<file path="src/rtl/spi_mcp4822_dac_writer.sv">
// Writes 12-bit samples to an MCP4822 DAC over write-only SPI (mode 0,0, 16-bit frame, MSB first).
// Define SPI_DAC_LDAC_EN to add the o_LDAC_n output and its post-frame LDAC pulse.
module spi_mcp4822_dac_writer #(
    parameter bit CHANNEL  = 1'b0,
    parameter bit GAIN_1X  = 1'b1,
    parameter int SCK_HALF = 70
) (
    input  logic        clk,
    input  logic        rst_n,
    input  logic [11:0] i_DATA,
    input  logic        i_DATA_VALID,
    output logic        MOSI,
    output logic        SCK,
    output logic        CS,
    output logic        o_BUSY,
    output logic        o_OVERRUN
`ifdef SPI_DAC_LDAC_EN
    ,
    output logic        o_LDAC_n
`endif
);

    localparam int              HC_W    = (SCK_HALF > 1) ? $clog2(SCK_HALF) : 1;
    localparam logic [HC_W-1:0] HC_LAST = HC_W'(SCK_HALF - 1);

    if (SCK_HALF < 1) begin : g_bad_sck_half
        $error("spi_mcp4822_dac_writer: SCK_HALF must be >= 1");
    end

    typedef enum logic [2:0] {
        IDLE,
        SETUP,
        SHIFT,
        HOLD,
        GAP
`ifdef SPI_DAC_LDAC_EN
        ,
        LDAC
`endif
    } state_t;

    state_t          state;
    logic [HC_W-1:0] hc;
    logic [4:0]      bit_cnt;
    logic [14:0]     shreg;
    logic [11:0]     pending_data;
    logic            pending_full;
    logic            consume;
    logic            hc_done;
    logic [15:0]     frame_word;

    assign consume    = (state == IDLE) && pending_full;
    assign hc_done    = (hc == HC_LAST);
    assign frame_word = {CHANNEL, 1'b0, GAIN_1X, 1'b1, pending_data};

    always_ff @(posedge clk) begin
        if (!rst_n) begin
            state        <= IDLE;
            hc           <= '0;
            bit_cnt      <= '0;
            shreg        <= '0;
            pending_data <= '0;
            pending_full <= 1'b0;
            MOSI         <= 1'b0;
            SCK          <= 1'b0;
            CS           <= 1'b1;
            o_BUSY       <= 1'b0;
            o_OVERRUN    <= 1'b0;
`ifdef SPI_DAC_LDAC_EN
            o_LDAC_n     <= 1'b1;
`endif
        end else begin
            o_OVERRUN <= 1'b0;

            // A strobe on the consuming edge refills the slot rather than overrunning it.
            if (i_DATA_VALID) begin
                pending_data <= i_DATA;
                pending_full <= 1'b1;
                if (pending_full && !consume)
                    o_OVERRUN <= 1'b1;
            end else if (consume) begin
                pending_full <= 1'b0;
            end

            if (state != IDLE)
                hc <= hc_done ? '0 : hc + 1'b1;

            case (state)
                IDLE: begin
                    hc <= '0;
                    if (pending_full) begin
                        CS      <= 1'b0;
                        MOSI    <= frame_word[15];
                        shreg   <= frame_word[14:0];
                        bit_cnt <= '0;
                        o_BUSY  <= 1'b1;
                        state   <= SETUP;
                    end
                end
                SETUP: begin
                    if (hc_done) begin
                        SCK   <= 1'b1;
                        state <= SHIFT;
                    end
                end
                // Sixteen full SCK periods; the trailing low half of the last one
                // precedes HOLD, giving a CS-low window of 34 half-periods.
                SHIFT: begin
                    if (hc_done) begin
                        if (SCK) begin
                            SCK     <= 1'b0;
                            bit_cnt <= bit_cnt + 1'b1;
                            if (bit_cnt != 5'd15) begin
                                MOSI  <= shreg[14];
                                shreg <= {shreg[13:0], 1'b0};
                            end
                        end else if (bit_cnt == 5'd16) begin
                            state <= HOLD;
                        end else begin
                            SCK <= 1'b1;
                        end
                    end
                end
                HOLD: begin
                    if (hc_done) begin
                        CS    <= 1'b1;
                        MOSI  <= 1'b0;
                        state <= GAP;
                    end
                end
                GAP: begin
                    if (hc_done) begin
`ifdef SPI_DAC_LDAC_EN
                        o_LDAC_n <= 1'b0;
                        state    <= LDAC;
`else
                        o_BUSY   <= 1'b0;
                        state    <= IDLE;
`endif
                    end
                end
`ifdef SPI_DAC_LDAC_EN
                LDAC: begin
                    if (hc_done) begin
                        o_LDAC_n <= 1'b1;
                        o_BUSY   <= 1'b0;
                        state    <= IDLE;
                    end
                end
`endif
                default: state <= IDLE;
            endcase
        end
    end

endmodule

</file>
<file path="config.mk">
export PLATFORM = sky130hd
export DESIGN_NAME = spi_mcp4822_dac_writer
export DESIGN_NICKNAME = d
export VERILOG_FILES = /design/src/rtl/spi_mcp4822_dac_writer.sv
export SDC_FILE = /design/constraint.sdc
export NUM_CORES = 1
export LEC_CHECK = 0
export CORE_MARGIN = 8
export CORE_UTILIZATION = 61
export CTS_CLUSTER_DIAMETER = 80
export DETAILED_ROUTE_END_ITERATION = 7
export PLACE_DENSITY = 0.9
export SYNTH_ARGS = -nofsm -noshare
export SYNTH_HDL_FRONTEND = slang
export SYNTH_SLANG_ARGS = --single-unit
</file>
<file path="constraint.sdc">
create_clock -name clk -period 4.29 [get_ports clk]
set_clock_uncertainty 0.1 [all_clocks]
set_input_delay 1.0725 -clock clk [delete_from_list [all_inputs] [get_ports clk]]
set_output_delay 1.0725 -clock clk [all_outputs]
set_load 0.02 [all_outputs]
</file>
# == After elaboration in Yosys (flattened, before gate mapping) ==
# Cells that the tools add are included.
# op_classes
addsub,2
n_eq_ne,16
muxes,35
bitwise_logic,1
n_reduce_logical,20
# op_table
operator,n
15-bit two-way mux,4
15-bit case mux with 2 select lines,1
3-bit two-way mux,7
"2-bit inequality test, second input constant",9
5-bit two-way mux,3
3-bit case mux with 5 select lines,1
1-bit two-way mux,13
5-bit case mux with 2 select lines,1
2-bit nonzero test,5
3-bit AND reduction,3
"7-bit by 1-bit adder with 7-bit output, second input constant",1
"7-bit equality test, second input constant",1
7-bit two-way mux,1
7-bit AND reduction,1
"3-bit by 2-bit equality test with 1-bit output, second input constant",2
1-bit case mux with 2 select lines,3
6-bit AND reduction,1
3-bit nonzero test,2
"5-bit by 1-bit adder with 5-bit output, second input constant",1
"5-bit equality test, second input constant",1
"5-bit by 4-bit inequality test with 1-bit output, second input constant",1
5-bit AND reduction,1
4-bit AND reduction,1
"3-bit by 1-bit equality test with 1-bit output, second input constant",1
8 further kinds,9
# totals
reg_bits,48
out_inout_bits,5
word_cells,85

# == Logic depth before layout (Yosys ltp) ==
# Gate-level depths: netlist (run 1).
# depth
depth_word,5
depth_mapped,9
ltp_nobuf,7

# == Least setup slack after synthesis (run 1) ==
# No wires, ideal clock.
# synth_path
path_type,in2reg
start,input i_DATA_VALID
end,register pending_data[10]
setup_ns,0.128
t_arrival_ns,1.818
required_ns,4.062
path_slack_ns,2.245
stages,4
cell_sequence,clkbuf_1 buf_2 mux2i_1 nor2_1
# synth_lines
element,line_no,text
from (decl),11,"input logic i_DATA_VALID,"
to (signal assigned),77,pending_data <= i_DATA;
to (decl),46,logic [11:0] pending_data;

# == Final worst setup path (run 1) ==
# layout_path
start,register SCK
end,output SCK
# layout_lines
element,line_no,text
from (decl),13,"output logic SCK,"
from (signal assigned),65,SCK <= 1'b0;
from (signal assigned),102,SCK <= 1'b1;
from (signal assigned),111,SCK <= 1'b0;
# No word-level cell between the ends.

==> qor.yml, run 1 <==
run_status:
  status: "finished, final reports clean"
power:
  pwr-share-comb: 0.116
  p_per_area_nw_per_um2: 314
  power.total_w: 0.000766
  p_switching_w: 0.000196
  power_frac_clock: 0.258
  vdd_drop_max_uv: 242
  pwr-share-seq: 0.626
  p_int_w: 0.000570
  switching_share: 0.256
  p_leak_nw: 0.881
synth:
  async_flop_share: 0
  synthDominantCellAreaShare: 0.432
  syn_area_per_cell_um2: 9.15
  syn_inst: 243
  ys.flop_type: "dfxtp_1"
  yosysTopAreaCell: "dfxtp_1"
  syn_area_um2: 2220
  syn_nets: 263
  synth_common_cells: "dfxtp_1, nand2_1, nor2_1"
  synthTopCellsByArea: "dfxtp_1, mux2i_1, nand2_1"
  ys_warn_count: 0
  ys_seq_area_frac: 0.432
  ys_types: 46
  synth-edff-count: 0
  synth-seq-cells: 48
  yosysMostFrequentCell: "dfxtp_1"
floorplanning:
  die_y_um: 76.4
  die_area_um2: 5830
  die-width_um: 76.4
  start_util: 0.621
  rows: 22
  design.core.area_um2: 3580
  io_pins: 20
global_route:
  grtUsageTotal: 0.157
  grt_pass1_wl_um: 7750
  grt_max_degree: 30
  antenna_found_initial: 0
  first_global_vias: 1824
  grt.overflow.total: 0
cells_and_area:
  nets: 273
  postLayoutCoreUtil: 0.681
  nFillCells: 320
  drive_gt1_frac: 0.107
  antennaDiodeCount: 0
  multiInputGateArea_um2: 1150
  area_growth_pct: 9.68
  seqCellArea_um2: 961
drt:
  wire_per_inst_um: 14.2
  viasPerCell: 5.70
  dr.pass1.iters: 4
  dr_total_vias: 1715
  drt_iter0_drc: 175
  post-route-drc-count: 0
  ant_nets: 0
  finalWirelength_um: 4280
timing:
  clock.fmax_mhz: 379
  rsz0062_at_grt: "false"
  maxSlewViolCount: 0
  fin_crit_sh: 0.615
  setup_viol: 0
  fin_crit_ns: 2.64
  max_slew.worst_pin.slew_ns: 0.778
  hold_violations: 0
  relSlewSlack: 0.480
  setup_tns_ns: 0
setup_path:
  cp_cell_sequence: "clkdlybuf4s50_1"
  cpPeakStageDelay_ns: 0.64
  worstPathArrival_ns: 1.47
  worst_path_max_delay_cell: "clkdlybuf4s50_1"
  crit_fanout: 6
  critical_path_class: "reg -> out"
  start_kind: "flop"
  cp.required_ns: 3.12
  path_buf_inv: 1
  critical_path.endpoint_type: "output port"
  path_delay_family: "buffers and inverters"
hold_path:
  hp-class: "reg -> reg"
clock_tree:
  clk-insertion-delay-late_ns: 0.37
  post-cts-setup-buffer-count: 0
  cts_buffer_depth: 2
  cts.sinks: 48
  root_buffer: "clkbuf_4"
  clk_pin_slew_ns: 0.13
  cts_made_buffers: 5
  htreeDepth: 2
  cts_tree: "done"
  cts.hold.buffers_added: 0
  cts-resized-gates: 0
placed_design:
  portBuffers: 19
  gp_congestion: 0.850
  place_hpwl_um: 2950
run:
  drv_cap: 0
[metal layers]
metal  track usage  wire (um)
met1         0.178       1980
met2         0.266       2050
met3        0.0542        190
met4        0.0577         54
met5             0          0
[worst paths after layout]
check / startpoint / to / slack [ns] / depth (start not counted)
hold reg to reg: shreg[14] / shreg[14] / 0.37 / 2
setup reg to reg: state[1] / bit_cnt[3] / 2.15 / 4
hold / removal: shreg[14] / shreg[14] / 0.37 / 2
setup / recovery: SCK / SCK / 1.65 / 1
[power groups by stage]
stage	Clock [W]	Combinational (W)	Sequential, W
final	0.000198	0.0000885	0.000480
after global routing	0.000223	0.0000985	0.000483
after CTS	0.000201	0.0000892	0.000480
after detailed placement	0	0.0000893	0.000489
after global placement	0	0.0000860	0.000488
after floorplan	0	0.0000655	0.000487
[area by class of cell]
class	instances	share of cell area
clock inverters	1	0.00205
flip-flops and latches	48	0.394
clock buffers	6	0.0169
well taps	48	0.0246
repair buffers	20	0.0811
inverters	7	0.0108
multi-input cells	171	0.470
[layout by cell type (no fill, tap or decap), types with 3 or more instances in the layout]
cell	count
a311oi_1	5
clkbuf_4	5
ha_1	5
dfxtp_1	48
clkdlybuf4s50_1	19
a21oi_1	22
nand2_1	32
nor2_1	27
nand4_1	3
inv_1	7
xor2_1	5
mux2i_1	17
nand3_1	11
or3_1	3
a311oi_2	7
[cells by family after synthesis]
family / share of synthesized area
flops: 0.432
compound gates: 0.169
fa+ha+maj: 0.0281
buf+inv: 0.0518
xor+xnor: 0.0276
simple gates: 0.215
mux: 0.0765
[sequential cells by signal, indices dropped and copies added (netlist names)]
| name | cells |
|---|---|
| pending_data | 12 |
| o_OVERRUN | 1 |
| SCK | 1 |
| MOSI | 1 |
| CS | 1 |
| shreg | 15 |
| o_BUSY | 1 |
| pending_full | 1 |
| state | 3 |
| hc | 7 |
| bit_cnt | 5 |
[per-stage QoR]
stage               hold WS (ns)  instances  setup slack (ns)  area (um2)
global route               0.399        301              1.55        2440
global placement           0.345        294              1.59        2390
CTS                        0.377        301              1.63        2440
floorplan                  0.335        243              2.24        2220
detailed placement         0.358        294              1.53        2390
finish                     0.375        301              1.65        2440
(Power assumes the default switching activity.)
==> inputs of run 2 (changes only) <==
--- a/config.mk
+++ b/config.mk
@@ -6,10 +6,10 @@
 export NUM_CORES = 1
 export LEC_CHECK = 0
 export CORE_MARGIN = 8
-export CORE_UTILIZATION = 61
+export CORE_UTILIZATION = 51
 export CTS_CLUSTER_DIAMETER = 80
 export DETAILED_ROUTE_END_ITERATION = 7
-export PLACE_DENSITY = 0.9
+export PLACE_DENSITY = 0.81
 export SYNTH_ARGS = -nofsm -noshare
 export SYNTH_HDL_FRONTEND = slang
 export SYNTH_SLANG_ARGS = --single-unit
==> constraint.sdc (replaced) <==
create_clock -name clk -period 2.2 [get_ports clk]
set_clock_uncertainty 0.1 [all_clocks]
set_input_delay 0.55 -clock clk [delete_from_list [all_inputs] [get_ports clk]]
set_output_delay 0.55 -clock clk [all_outputs]
set_load 0.02 [all_outputs]
==> run 2 against run 1 <==
Net effect: critical path depth did not move; register-to-register slack worse by 1.9 ns; global-route usage decreased by 2.0 points; critical endpoint unchanged; via count grew 1.3%; core utilization fell by 9.2 points; sequential power rose by 95%; largest power group unchanged.
==> qor.yml, run 2 (synthesis results as in run 1) <==
setup_path:
  critical_path.endpoint_type: "output port"
  path_delay_family: "buffers and inverters"
  path_buf_inv: 1  # unchanged
  start_kind: "flop"
  cp.required_ns: 1.55  # -1.57 ns
  worst_path_max_delay_cell: "clkdlybuf4s50_1"
  cpPeakStageDelay_ns: 0.64  # about the same
  worstPathArrival_ns: 1.38  # -0.09 ns
  cp_cell_sequence: "clkdlybuf4s50_1"
  r2r_setup_slack_ns: 0.23  # -1.92 ns
  crit_fanout: 6  # unchanged
  critical_path_class: "reg -> out"
timing:
  fin_crit_ns: 2.03
  setup_viol: 0  # unchanged
  hold_violations: 0  # unchanged
  max_slew.worst_pin.slew_ns: 0.658  # -0.120 ns
  maxSlewViolCount: 0  # unchanged
  rsz0062_at_grt: "false"
  fin_hold_ws_ns: 0.369  # -0.00600 ns
  relSlewSlack: 0.561  # +0.0816
  fin_crit_sh: 0.920
  setup_tns_ns: 0  # unchanged
  clock.fmax_mhz: 494
floorplanning:
  die_area_um2: 6730  # +15%
  io_pins: 20  # unchanged
  start_util: 0.521  # -0.0999
  die_y_um: 82.0  # +7.4%
  rows: 24  # +9.1%
  die-width_um: 82.0  # +7.4%
  design.core.area_um2: 4260  # +19%
power:
  power.total_w: 0.00163  # +110%
  pwr-share-comb: 0.108  # -0.008
  vdd_drop_max_uv: 480  # +99%
  p_leak_nw: 0.920  # +4.5%
  p_int_w: 0.00122  # +110%
  switching_share: 0.255  # -0.000967
  p_switching_w: 0.000416  # +110%
  power_frac_clock: 0.321  # +0.063
  pwr-share-seq: 0.572  # -0.054
  p_per_area_nw_per_um2: 650  # +110%
global_route:
  antenna_found_initial: 0  # unchanged
  grt_pass1_wl_um: 7330  # -5.4%
  grt_max_degree: 19  # -37%
  first_global_vias: 1610  # -12%
  grtUsageTotal: 0.138  # -0.0197
  grt.overflow.total: 0  # unchanged
cells_and_area:
  nFillCells: 386  # +21%
  drive_gt1_frac: 0.128  # +0.0212
  nets: 277  # +1.5%
  largest_register_ffs: 15  # unchanged
  area_growth_pct: 13.1
  final_cell_mix: "dfxtp_1, nand2_1, nor2_1"
  antennaDiodeCount: 0  # unchanged
  top_register: "shreg"
  top_regs: "shreg: 15 flops, pending_data: 12 flops, hc: 7 flops"
  instances_no_fill: 310  # +3.0%
  layout_commonest_cell: "dfxtp_1"
  final_area_um2: 2510  # +3.1%
hold_path:
  hp-class: "reg -> reg"
clock_tree:
  cts_tree: "done"
  cts.sinks: 48  # unchanged
  cts_buffer_depth: 2  # unchanged
  root_buffer: "clkbuf_8"
  htreeDepth: 2  # unchanged
  clk_pin_slew_ns: 0.09  # -0.04 ns
  cts-resized-gates: 0  # unchanged
  clk-insertion-delay-late_ns: 0.30  # -0.07 ns
  post-cts-setup-buffer-count: 0  # unchanged
  cts_made_buffers: 5  # unchanged
  cts.hold.buffers_added: 0  # unchanged
placed_design:
  place_hpwl_um: 2960  # +0.37%
  gp_congestion: 0.862  # +1.3%
  portBuffers: 19  # unchanged
  placed_cells: 302  # +2.7%
  placed_cell_area_um2: 2430  # +1.5%
drt:
  viasPerCell: 5.61  # -1.6%
  ant_nets: 0  # unchanged
  dr_total_vias: 1738  # +1.3%
  dr.pass1.iters: 4  # unchanged
  finalWirelength_um: 4220  # -1.3%
  wire_per_inst_um: 13.6  # -4.2%
  drt_iter0_drc: 107  # -39%
  post-route-drc-count: 0  # unchanged
run:
  drv_cap: 0  # unchanged
run_status:
  status: "finished, final reports clean"
run 2: changes by cell type in the layout (fill, tap and decap cells not counted), sizes merged:
cell | before | now
clkinv | 1 | 3
clkbuf | 6 | 5
buf | 1 | 5
run 2: layout make-up:
cell class / instances / area, um2 / area share
Clock buffer: 5 / 68.8 / 0.0274
Clock inverter: 3 / 18.8 / 0.00746
Inverter: 7 / 26.3 / 0.0104
Multi-Input combinational cell: 171 / 1150 / 0.456
Sequential cell: 48 / 961 / 0.382
Tap cell: 52 / 65.1 / 0.0259
Timing Repair Buffer: 24 / 228 / 0.0905
run 2: worst register-to-register path, delay by kind of cell (launching register included):
kind	cells	cell delay, ns
fa+ha+maj	2	0.42
mux	1	0.20
buf+inv	1	0.08
simple gates	2	0.51
flops	1	0.35
compound gates	1	0.25
run 2: metal layers:
layer,track usage,up-vias,part of all wire
met5,0,-,0
met4,0.0316,0,0.0071
met3,0.0514,4,0.054
met2,0.215,38,0.45
met1,0.176,821,0.49
li1,-,875,-
run 2: power by group through the flow:
stage / registers [W] / logic (W) / clock network [W]
final: 0.000934 / 0.000176 / 0.000524
after global routing: 0.000940 / 0.000195 / 0.000569
after CTS: 0.000934 / 0.000178 / 0.000538
after detailed placement: 0.000954 / 0.000177 / 0
after global placement: 0.000952 / 0.000174 / 0
after floorplan: 0.000949 / 0.000128 / 0
run 2: path summary, 6_finish.rpt:
check / start / endpoint / cells after the start
worst max-delay path: SCK / SCK / 1
worst min-delay path: shreg[14] / shreg[14] / 2
worst max register to register: bit_cnt[0] / shreg[14] / 7
worst min register to register: shreg[14] / shreg[14] / 2
run 2: per-stage QoR:
stage,utilization,setup slack (ns)
floorplan,-,0.351
global placement,0.569,0.285
detailed placement,0.569,0.241
CTS,0.590,0.167
global route,0.590,0.0997
finish,0.590,0.175
